$ cat src/rtl/fpnew_rounding_lanes_snax_pkg.sv
// -----------------------------------------------------------------------------
// fpnew_pkg_snax
// Shared types for the SNAX FP rounding datapath.
//   roundmode_e        RISC-V rounding-mode encoding (3 bits)
//   lane_flags_t       per-lane status {exact_zero, inexact, carry_out}
//   is_valid_rnd_mode  1 for RNE/RTZ/RDN/RUP/RMM, 0 for the remaining codes
// -----------------------------------------------------------------------------
package fpnew_pkg_snax;

  typedef enum logic [2:0] {
    RNE = 3'b000,
    RTZ = 3'b001,
    RDN = 3'b010,
    RUP = 3'b011,
    RMM = 3'b100
  } roundmode_e;

  typedef struct packed {
    logic exact_zero;
    logic inexact;
    logic carry_out;
  } lane_flags_t;

  function automatic logic is_valid_rnd_mode(input roundmode_e mode);
    return (mode inside {RNE, RTZ, RDN, RUP, RMM});
  endfunction

endpackage

$ cat src/rtl/fpnew_round_lane_snax.sv
// -----------------------------------------------------------------------------
// fpnew_round_lane_snax
// Purely combinational rounding of one lane.
//   abs_value_i              pre-normalised magnitude
//   sign_i                   lane sign
//   round_sticky_bits_i      {R,S}
//   rnd_mode_i               rounding mode; unsupported codes truncate
//   effective_subtraction_i  selects the sign of an exact-zero result
//   lane_mask_i              0 forces every output of the lane to zero
//   abs_rounded_o            magnitude after the increment, truncated
//   sign_o                   result sign
//   flags_o                  {exact_zero, inexact, carry_out}
// -----------------------------------------------------------------------------
module fpnew_round_lane_snax
  import fpnew_pkg_snax::*;
#(
  parameter int unsigned AbsWidth = 8
) (
  input  logic [AbsWidth-1:0] abs_value_i,
  input  logic                sign_i,
  input  logic [1:0]          round_sticky_bits_i,
  input  roundmode_e          rnd_mode_i,
  input  logic                effective_subtraction_i,
  input  logic                lane_mask_i,
  output logic [AbsWidth-1:0] abs_rounded_o,
  output logic                sign_o,
  output lane_flags_t         flags_o
);

  logic              w_round_up;
  logic              w_any_rs;
  logic              w_exact_zero;
  logic [AbsWidth:0] w_sum;

  assign w_any_rs = |round_sticky_bits_i;

  // NOTE: every variable of an always_comb gets a default before any branch,
  // so no path leaves it unassigned and no latch is inferred.
  always_comb begin
    w_round_up = 1'b0;
    case (rnd_mode_i)
      RNE: begin
        case (round_sticky_bits_i)
          2'b10:   w_round_up = abs_value_i[0];  // tie: round to even
          2'b11:   w_round_up = 1'b1;
          default: w_round_up = 1'b0;
        endcase
      end
      RTZ:     w_round_up = 1'b0;
      RDN:     w_round_up = w_any_rs & sign_i;
      RUP:     w_round_up = w_any_rs & ~sign_i;
      RMM:     w_round_up = round_sticky_bits_i[1];
      default: w_round_up = 1'b0;  // unsupported codes behave as RTZ
    endcase
  end

  // One extra bit catches the overflow of an all-ones magnitude.
  assign w_sum        = {1'b0, abs_value_i} + {{AbsWidth{1'b0}}, w_round_up};
  assign w_exact_zero = (abs_value_i == '0) && (round_sticky_bits_i == 2'b00);

  always_comb begin
    abs_rounded_o = '0;
    sign_o        = 1'b0;
    flags_o       = '0;
    if (lane_mask_i) begin
      abs_rounded_o      = w_sum[AbsWidth-1:0];
      // x - x is +0 in every mode except round-down, where it is -0.
      sign_o             = (w_exact_zero && effective_subtraction_i) ?
                           (rnd_mode_i == RDN) : sign_i;
      flags_o.exact_zero = w_exact_zero;
      flags_o.inexact    = w_any_rs;
      flags_o.carry_out  = w_sum[AbsWidth];
    end
  end

endmodule

$ cat src/rtl/fpnew_rounding_lanes_snax.sv
// -----------------------------------------------------------------------------
// fpnew_rounding_lanes_snax
// NumLanes rounding lanes sharing one rounding mode, followed by NumPipeRegs
// ready-chained register stages and a sticky inexact accumulator.
//   clk_i, rst_ni             clock, asynchronous active-low reset
//   flush_i                   drops every in-flight entry at the next edge
//   in_valid_i / in_ready_o   input handshake
//   abs_value_i, sign_i, round_sticky_bits_i, effective_subtraction_i,
//   lane_mask_i               per-lane operands, lane 0 in the LSBs
//   rnd_mode_i                rounding mode for all lanes
//   tag_i / tag_o             opaque tag travelling with the entry
//   out_valid_o / out_ready_i output handshake
//   abs_rounded_o, sign_o, exact_zero_o, inexact_o, carry_out_o
//                             per-lane results
//   invalid_mode_o            rnd_mode was not a supported code
//   busy_o                    some stage holds a valid entry
//   acc_clear_i / acc_inexact_o  sticky OR of inexact over output handshakes
// -----------------------------------------------------------------------------
module fpnew_rounding_lanes_snax
  import fpnew_pkg_snax::*;
#(
  parameter int unsigned AbsWidth    = 8,
  parameter int unsigned NumLanes    = 4,
  parameter int unsigned NumPipeRegs = 2,
  parameter int unsigned TagWidth    = 4
) (
  input  logic                         clk_i,
  input  logic                         rst_ni,
  input  logic                         flush_i,
  input  logic                         in_valid_i,
  output logic                         in_ready_o,
  input  logic [NumLanes*AbsWidth-1:0] abs_value_i,
  input  logic [NumLanes-1:0]          sign_i,
  input  logic [2*NumLanes-1:0]        round_sticky_bits_i,
  input  roundmode_e                   rnd_mode_i,
  input  logic [NumLanes-1:0]          effective_subtraction_i,
  input  logic [NumLanes-1:0]          lane_mask_i,
  input  logic [TagWidth-1:0]          tag_i,
  output logic                         out_valid_o,
  input  logic                         out_ready_i,
  output logic [NumLanes*AbsWidth-1:0] abs_rounded_o,
  output logic [NumLanes-1:0]          sign_o,
  output logic [NumLanes-1:0]          exact_zero_o,
  output logic [NumLanes-1:0]          inexact_o,
  output logic [NumLanes-1:0]          carry_out_o,
  output logic                         invalid_mode_o,
  output logic [TagWidth-1:0]          tag_o,
  output logic                         busy_o,
  input  logic                         acc_clear_i,
  output logic                         acc_inexact_o
);

  localparam int unsigned LaneBits = NumLanes * AbsWidth;
  localparam int unsigned DataW    = LaneBits + 4 * NumLanes + 1 + TagWidth;

  logic [LaneBits-1:0] w_abs_rounded;
  logic [NumLanes-1:0] w_sign;
  logic [NumLanes-1:0] w_exact_zero;
  logic [NumLanes-1:0] w_inexact;
  logic [NumLanes-1:0] w_carry_out;
  lane_flags_t         w_flags [NumLanes];
  logic [DataW-1:0]    w_in_data;
  logic [DataW-1:0]    w_out_data;
  logic                r_acc_inexact;

  for (genvar l = 0; l < NumLanes; l++) begin : g_lane
    fpnew_round_lane_snax #(
      .AbsWidth(AbsWidth)
    ) u_lane (
      .abs_value_i            (abs_value_i[l*AbsWidth +: AbsWidth]),
      .sign_i                 (sign_i[l]),
      .round_sticky_bits_i    (round_sticky_bits_i[2*l +: 2]),
      .rnd_mode_i             (rnd_mode_i),
      .effective_subtraction_i(effective_subtraction_i[l]),
      .lane_mask_i            (lane_mask_i[l]),
      .abs_rounded_o          (w_abs_rounded[l*AbsWidth +: AbsWidth]),
      .sign_o                 (w_sign[l]),
      .flags_o                (w_flags[l])
    );
    assign w_exact_zero[l] = w_flags[l].exact_zero;
    assign w_inexact[l]    = w_flags[l].inexact;
    assign w_carry_out[l]  = w_flags[l].carry_out;
  end

  assign w_in_data = {tag_i, ~is_valid_rnd_mode(rnd_mode_i), w_carry_out,
                      w_inexact, w_exact_zero, w_sign, w_abs_rounded};

  if (NumPipeRegs == 0) begin : g_bypass
    assign in_ready_o  = out_ready_i;
    assign out_valid_o = in_valid_i;
    assign w_out_data  = w_in_data;
    assign busy_o      = 1'b0;
  end else begin : g_pipe
    logic [NumPipeRegs-1:0] r_valid;
    logic [DataW-1:0]       r_data [NumPipeRegs];
    // Index s is what stage s would load; index NumPipeRegs is the consumer.
    logic [NumPipeRegs:0]   w_ready;
    logic [NumPipeRegs:0]   w_valid_chain;
    logic [DataW-1:0]       w_data_chain [NumPipeRegs+1];

    always_comb begin
      w_ready              = '0;
      w_valid_chain        = '0;
      w_ready[NumPipeRegs] = out_ready_i;
      w_valid_chain[0]     = in_valid_i;
      w_data_chain[0]      = w_in_data;
      for (int s = 0; s < NumPipeRegs; s++) begin
        w_valid_chain[s+1] = r_valid[s];
        w_data_chain[s+1]  = r_data[s];
      end
      // A full stage still accepts when its own entry moves on this cycle.
      for (int s = int'(NumPipeRegs) - 1; s >= 0; s--) begin
        w_ready[s] = ~r_valid[s] | w_ready[s+1];
      end
    end

    // NOTE: state is updated with non-blocking assignments so every stage
    // samples its upstream neighbour's pre-edge value.
    always_ff @(posedge clk_i or negedge rst_ni) begin
      if (!rst_ni) begin
        r_valid <= '0;
        // NOTE: the data registers are reset as well because the outputs
        // must read zero during reset, not only be marked invalid.
        for (int s = 0; s < NumPipeRegs; s++) begin
          r_data[s] <= '0;
        end
      end else if (flush_i) begin
        r_valid <= '0;
      end else begin
        for (int s = 0; s < NumPipeRegs; s++) begin
          if (w_ready[s]) begin
            r_valid[s] <= w_valid_chain[s];
            if (w_valid_chain[s]) begin
              r_data[s] <= w_data_chain[s];
            end
          end
        end
      end
    end

    assign in_ready_o  = w_ready[0];
    assign out_valid_o = r_valid[NumPipeRegs-1];
    assign w_out_data  = r_data[NumPipeRegs-1];
    assign busy_o      = |r_valid;
  end

  assign {tag_o, invalid_mode_o, carry_out_o, inexact_o, exact_zero_o,
          sign_o, abs_rounded_o} = w_out_data;

  // Set has priority so an inexact result retiring with a clear is not lost.
  always_ff @(posedge clk_i or negedge rst_ni) begin
    if (!rst_ni) begin
      r_acc_inexact <= 1'b0;
    end else if (out_valid_o && out_ready_i && (|inexact_o)) begin
      r_acc_inexact <= 1'b1;
    end else if (acc_clear_i) begin
      r_acc_inexact <= 1'b0;
    end
  end

  assign acc_inexact_o = r_acc_inexact;

endmodule

$ cat config.mk
export PLATFORM = sky130hd
export DESIGN_NAME = fpnew_rounding_lanes_snax
export DESIGN_NICKNAME = d
export VERILOG_FILES = /design/src/rtl/fpnew_rounding_lanes_snax_pkg.sv /design/src/rtl/fpnew_round_lane_snax.sv /design/src/rtl/fpnew_rounding_lanes_snax.sv
export SDC_FILE = /design/constraint.sdc
export NUM_CORES = 1
export LEC_CHECK = 0
export ABC_AREA = 0
export CAP_MARGIN = 30
export CELL_PAD_IN_SITES_DETAIL_PLACEMENT = 0
export CELL_PAD_IN_SITES_GLOBAL_PLACEMENT = 1
export CORE_ASPECT_RATIO = 0.8
export CORE_MARGIN = 3
export CORE_UTILIZATION = 42
export CTS_CLUSTER_SIZE = 16
export DETAILED_ROUTE_END_ITERATION = 16
export HOLD_SLACK_MARGIN = 0.03
export PLACE_DENSITY_LB_ADDON = 0.1
export SLEW_MARGIN = 5
export SYNTH_ARGS = -nofsm -noshare
export SYNTH_HDL_FRONTEND = slang
export SYNTH_SLANG_ARGS = --single-unit
$ cat constraint.sdc
create_clock -name clk_i -period 2.1 [get_ports clk_i]
set_input_delay 0.42 -clock clk_i [delete_from_list [all_inputs] [get_ports clk_i]]
set_output_delay 0.42 -clock clk_i [all_outputs]
set_load 0.01 [all_outputs]
## Word level (Yosys, flattened, before mapping)

Cells that the tools add are included.

- Add/sub/neg operators: 4
- Reductions and logical operators: 31
- Bitwise gates (word level): 18
- Mux-type cells: 29
- Equal/unequal tests: 12

Operators by type and width:

| cell | number |
|---|---|
| $add A8 B1 Y9 | 4 |
| $logic_not A8 Y1 | 4 |
| $mux W8 | 4 |
| $eq A2 B2 Y1 const B | 8 |
| $pmux W1 S4 | 4 |
| $mux W1 | 12 |
| $mux W3 | 4 |
| $logic_and A1 B1 Y1 | 10 |
| $reduce_or A2 Y1 | 5 |
| $and A1 B1 Y1 | 8 |
| $logic_not A2 Y1 | 4 |
| $not A1 Y1 | 8 |
| $pmux W1 S2 | 4 |
| $eq A3 B2 Y1 const B | 2 |
| $reduce_and A3 Y1 | 2 |
| $reduce_bool A2 Y1 | 3 |
| $reduce_bool A5 Y1 | 1 |
| $reduce_or A4 Y1 | 1 |
| $eq A3 B1 Y1 const B | 1 |
| $eq A3 B3 Y1 const B | 1 |
| $logic_not A3 Y1 | 1 |
| $mux W2 | 1 |
| $or A1 B1 Y1 | 2 |

- Logic and storage cells: 99
- Register bits: 109

## Depth between registers and ports, before layout

- Depth in word-level cells: 5
- Gate-level depth with buffers: 9
- Gate-level depth less buffers: 8

## By module

A second synthesis with hierarchy kept.

- Cells, all modules: 473
- Area total of the unflattened synthesis: 5,823.1 um2

By module, submodules not included:

| module | instances | cells an instance | area each (um2) |
|---|---|---|---|
| fpnew_rounding_lanes_snax | 1 | 293 | 4,744.6 |
| fpnew_round_lane_snax at g_lane[0].u_lane ... | 3 | 45 | 269.0 |
| fpnew_round_lane_snax at g_lane[1].u_lane | 1 | 45 | 271.5 |

## Worst setup path after synthesis

No wires, ideal clock.

- Path kind: input to register
- From: input port rnd_mode_i[0]
- To: register g_pipe.r_data[67] in the netlist's numbering
- Cell stages on the path: 8
- Data required time: 2.024 ns
- Arrival: 1.815 ns
- Library setup time: 0.076 ns
- Slack: 0.208 ns
- Path buffers: 1
- Cell sequence: clkbuf_1 xnor2_1 o31ai_1 ha_1 and4_1 nand3_1 xor2_1 o21ai_1

- Word-level cells in the longest chain between the ends: 4
- Elaborated cells between the ends (all ways): 7
- Those cells by class: add/sub: 1; eq/ne: 3; mux: 2; reduce/logical: 1

Ends and longest elaborated chain:

| what | RTL line | source |
|---|---|---|
| from (decl) | fpnew_rounding_lanes_snax.sv:35 | `input roundmode_e rnd_mode_i,` |
| $eq A3 B3 Y1 (tied with other cells) | fpnew_round_lane_snax.sv:41 | `case (rnd_mode_i)` |
| $pmux W1 S4 * | fpnew_round_lane_snax.sv:41 |  |
| $add A8 B1 Y9 * | fpnew_round_lane_snax.sv:58 | `assign w_sum = {1'b0, abs_value_i} + {{AbsWidth{1'b0}}, w_round_up};` |
| $mux W8 * | fpnew_round_lane_snax.sv:65 | `if (lane_mask_i) begin` |
| to (signal, indexed assignment) | fpnew_rounding_lanes_snax.sv:134 | `r_data[s] <= w_data_chain[s];` |
| to (decl) | fpnew_rounding_lanes_snax.sv:95 | `logic [DataW-1:0] r_data [NumPipeRegs];` |

Mark *: on every way between the ends. The rest lies on a longest branch, timed or not.
A chain may end at the register's enable or synchronous reset.

## Worst setup path in the final report

- From: register g_pipe.r_valid[1]
- To: output port busy_o

- Word-level cells in the longest chain between the ends: 1

Ends and longest elaborated chain:

| what | RTL line | source |
|---|---|---|
| from (decl) | fpnew_rounding_lanes_snax.sv:94 | `logic [NumPipeRegs-1:0] r_valid;` |
| from (signal, indexed assignment) | fpnew_rounding_lanes_snax.sv:132 | `r_valid[s] <= w_valid_chain[s];` |
| $reduce_or A2 Y1 | fpnew_rounding_lanes_snax.sv:144 | `assign busy_o = \|r_valid;` |
| to (decl) | fpnew_rounding_lanes_snax.sv:48 | `output logic busy_o,` |

Every way passes these cells.

==> results.py <==
metrics = {
    "worst_setup_path": {
        "timing.critical_path.arrival_ps": 1520,
        "path_max_fanout": 5,
        "crit_slowest_cell": "clkdlybuf4s50_1",
        "timing.critical_path.from_type": "register",
        "timing.rr.end": "w_out_data[19]",
        "timing_worst_setup_path_type": "reg -> out",
        "critPathRequiredTime_ps": 1680,
        "r2r_slack_ps": 440,
        "timing.rr.start": "g_pipe.r_valid[1]",
        "max_stage_delay_ps": 480,
        "cp-end-kind": "output port",
        "ff2ff_path_depth": 4,
        "critical_path.cell_chain": "or2_2 > clkdlybuf4s50_1",
    },
    "placement": {
        "port_buffers": 121,
        "place_inst": 742,
        "detailedPlacementHpwl_um": 8844,
        "setup_ws_pre_cts_ps": -426.1,
        "finalWeightedCongestion": 0.8416,
        "placedInstanceArea_sq_um": 6574,
    },
    "power_and_ir_drop": {
        "power.density_cell_area_nw_per_um2": 761.9,
        "share_seq_of_total_power_pct": 48.1,
        "power.share.clock_pct": 29.4,
        "p_total_uw": 5308,
        "internal-power_uw": 3885,
        "total_leakage_power_uw": 0.003098,
        "switching_share_pct": 26.82,
        "total_switching_power_uw": 1423,
        "vdd_ir_drop_max_mv": 0.4808,
        "share_comb_of_total_power_pct": 22.6,
    },
    "timing": {
        "finalMaxSlewViolations": 0,
        "period_needed_ps": 1939,
        "clock_skew_after_layout_ps": 7.241,
        "final_report_setup_violation_count": 0,
        "final_hold_viol_count": 0,
        "tightest_slew_ps": 425.9,
        "final_critical_path_setup_slack_ps": 161.3,
        "max_freq_mhz": 515.8,
        "period_share_pct": 92.32,
        "rsz0062_at_grt": "no",
        "maxSlewHeadroom_pct": 71.50,
    },
    "floorplanning": {
        "start_util_pct": 44.44,
        "core_region_area_sq_um": 11870,
        "chipHeight_um": 106.2,
        "floorplan.die_area_sq_um": 13950,
        "die_width_um": 131.3,
        "floorplan.io_pins": 122,
        "cell_rows": 35,
    },
    "cells_and_area": {
        "multi_input_comb_area_sq_um": 2146,
        "stdcell_count": 759,
        "post_route_cells_drive_above_1_share_pct": 12.31,
        "area_growth_pct": 32.10,
        "final_cell_area_sq_um": 6967,
        "final.fill_count": 1040,
        "seq_area_sq_um": 2728,
        "num_antenna_cells": 0,
        "finalNetCount": 661,
    },
    "synth": {
        "syn-cell-area_sq_um": 5274,
        "main_combinational_cell_family_by_area_after_synthesis": "simple AND/OR/NAND/NOR gates",
        "synthXorXnorAreaFrac_pct": 5.314,
        "ffs_w_async_s_r_synth_pct": 100.0,
        "postSynthAreaPerCell_sq_um": 10.87,
        "synth_adder_area_share_pct": 1.898,
        "synth_simple_gate_area_share_pct": 12.86,
        "synth_largest_type_area_fraction_pct": 51.72,
        "flip_flop_and_latch_count_after_synthesis": 109,
        "synth_enable_flop_cells": 0,
        "synthTopCellsByArea": "dfrtp_1, mux2_1, buf_4",
        "synth_ff_type": "dfrtp_1",
        "synth-seq-area-share_pct": 51.72,
        "synth_top_area_cell": "dfrtp_1",
        "synthCells": 485,
        "synth_mux_area_share_pct": 12.08,
        "synth_compound_area_share_pct": 6.429,
        "unique_masters_post_synth": 31,
        "postSynthNetCount": 558,
        "yosys_warnings": 0,
    },
    "routing": {
        "routed-wl-met2_um": 5446,
        "totalWireLength_um": 11720,
        "met1Wirelength_um": 5496,
        "route.vias.total": 3746,
        "routed.top_layer": "met4",
        "detailroute.wirelength.met3_um": 658,
        "initial_drt_markers": 177,
        "drt_drc_violations_left": 0,
        "routed_wire_per_std_cell_um": 15.44,
        "detail_routed_via_count_per_cell": 4.935,
        "ant_nets": 0,
        "drt_first_pass_iters": 4,
    },
    "cts": {
        "htreeDepth": 3,
        "clock-sinks": 109,
        "clk_transition_reported_paths_ps": 70,
        "cts_max_path_buffers": 2,
        "cts_buffers": 9,
        "clock_tree_from_tritoncts": "yes",
        "cts_root_buffer": "clkbuf_16",
        "post_cts_hold_buffer_count": 0,
        "insertion_delay_ps": 340,
    },
    "global_route": {
        "grt_pass1_vias": 3880,
        "grt_antenna_before_repair": 0,
        "grt_first_pass_wirelength_um": 19680,
        "track_usage_pct": 17.55,
        "globalRouteOverflowTotal": 0,
        "grt_max_degree": 60,
    },
    "job": {
        "max-cap-violations": 0,
    },
    "run_status": {
        "run_status": "finished, final reports clean",
    },
    "hold_path": {
        "hold_path.class": "in -> async",
    },
}
## layout by cell type, fill, tap and decap left out, types with 2 or more instances in the layout
cell,instances
nand4_1,17
buf_4,33
nand3_1,14
o31ai_4,2
mux2_1,53
dlymetal6s2s_1,3
clkdlybuf4s50_1,116
nor2_1,17
ha_2,2
o21ai_1,27
nor3b_2,2
xnor2_1,22
nor2_2,2
buf_12,6
inv_1,7
o21ai_0,2
dfrtp_1,109
mux2i_1,4
o311ai_4,2
o31ai_1,15
xor2_1,10
nor3_1,2
nand2_1,80
clkinv_2,2
clkbuf_16,9
o311ai_2,2
ha_1,6
o31ai_2,2
clkinvlp_4,4
nor4_1,9
## final cells by class
| type | instances | share of cell area (%) |
|---|---|---|
| well taps | 166 | 2.981 |
| repair buffers | 160 | 22.77 |
| multi-input cells | 300 | 30.80 |
| clock buffers | 10 | 3.287 |
| inverters | 8 | 0.4310 |
| flip-flops and latches | 109 | 39.15 |
| clock inverters | 6 | 0.5747 |
## worst max-delay path by stage
stage	start	end	slack [ps]	cells past startpoint
final	g_pipe.r_valid[1]	busy_o	160	2
after global routing	round_sticky_bits_i[1]	g_pipe.r_data[60]	90	8
after CTS	rnd_mode_i[2]	g_pipe.r_data[83]	30	8
after detailed placement	rnd_mode_i[2]	g_pipe.r_data[58]	-430	8
after global placement	rnd_mode_i[2]	g_pipe.r_data[67]	-380	8
after floorplan	rnd_mode_i[0]	g_pipe.r_data[67]	210	8
## power by group through the flow
stage	Combinational (uW)	Clock, uW	Sequential, uW
after detailed placement	1190	0	2600
after floorplan	715	0	2540
after global placement	1170	0	2590
after CTS	1200	1620	2560
final	1200	1560	2550
after global routing	1310	1710	2600
## critical path: cells and delay by family (launching register included)
family,cells,cell delay (ps)
buffers and inverters,1,480
and+or+nand+nor,1,300
DFF,1,410
## state kept, by name, summed over array words and instances, names as in the netlist
signal / flops
g_pipe.r_data: 53
g_pipe.r_valid: 2
acc_inexact_o: 1
w_out_data: 53
## metal layers
layer | up-vias | global-route usage (%)
met1 | 1815 | 24.18
met4 | 0 | 4.048
li1 | 1830 | -
met3 | 8 | 5.203
met5 | - | 0
met2 | 93 | 27.59
## per-stage QoR
stage | setup TNS (ps) | hold WS [ps] | utilization, %
floorplan | 0 | 124.4 | -
global placement | -9957 | 444.8 | 55.39
detailed placement | -10790 | 441.7 | 55.39
CTS | 0 | 82.52 | 57.75
global route | 0 | 78.93 | 58.70
finish | 0 | 75.97 | 58.70
## synthesized netlist by cell type (2+ instances only)
| cell type | count |
|---|---|
| nand4_1 | 17 |
| mux2i_1 | 4 |
| o21ai_0 | 2 |
| inv_1 | 7 |
| o21ai_1 | 27 |
| nor2_1 | 19 |
| nand2_1 | 80 |
| ha_1 | 8 |
| nor4_1 | 9 |
| dfrtp_1 | 109 |
| o311ai_0 | 4 |
| nor3_1 | 2 |
| mux2_1 | 53 |
| xnor2_1 | 22 |
| o31ai_1 | 19 |
| buf_2 | 10 |
| nand3_1 | 14 |
| xor2_1 | 10 |
| buf_4 | 57 |
## kinds of logic after synthesis
kind of cell    Yosys count
mux                      57
xor+xnor                 32
buf+inv                  76
compound gates           54
flops                   109
simple gates            149
fa+ha+maj                 8
## what timing repair did
item	in CTS	in global routing
pin swaps	0	5
gates resized for setup	6	22
setup endpoints to repair	8	18
setup buffers	0	1
No activity file was read; power rests on OpenSTA's default activity.
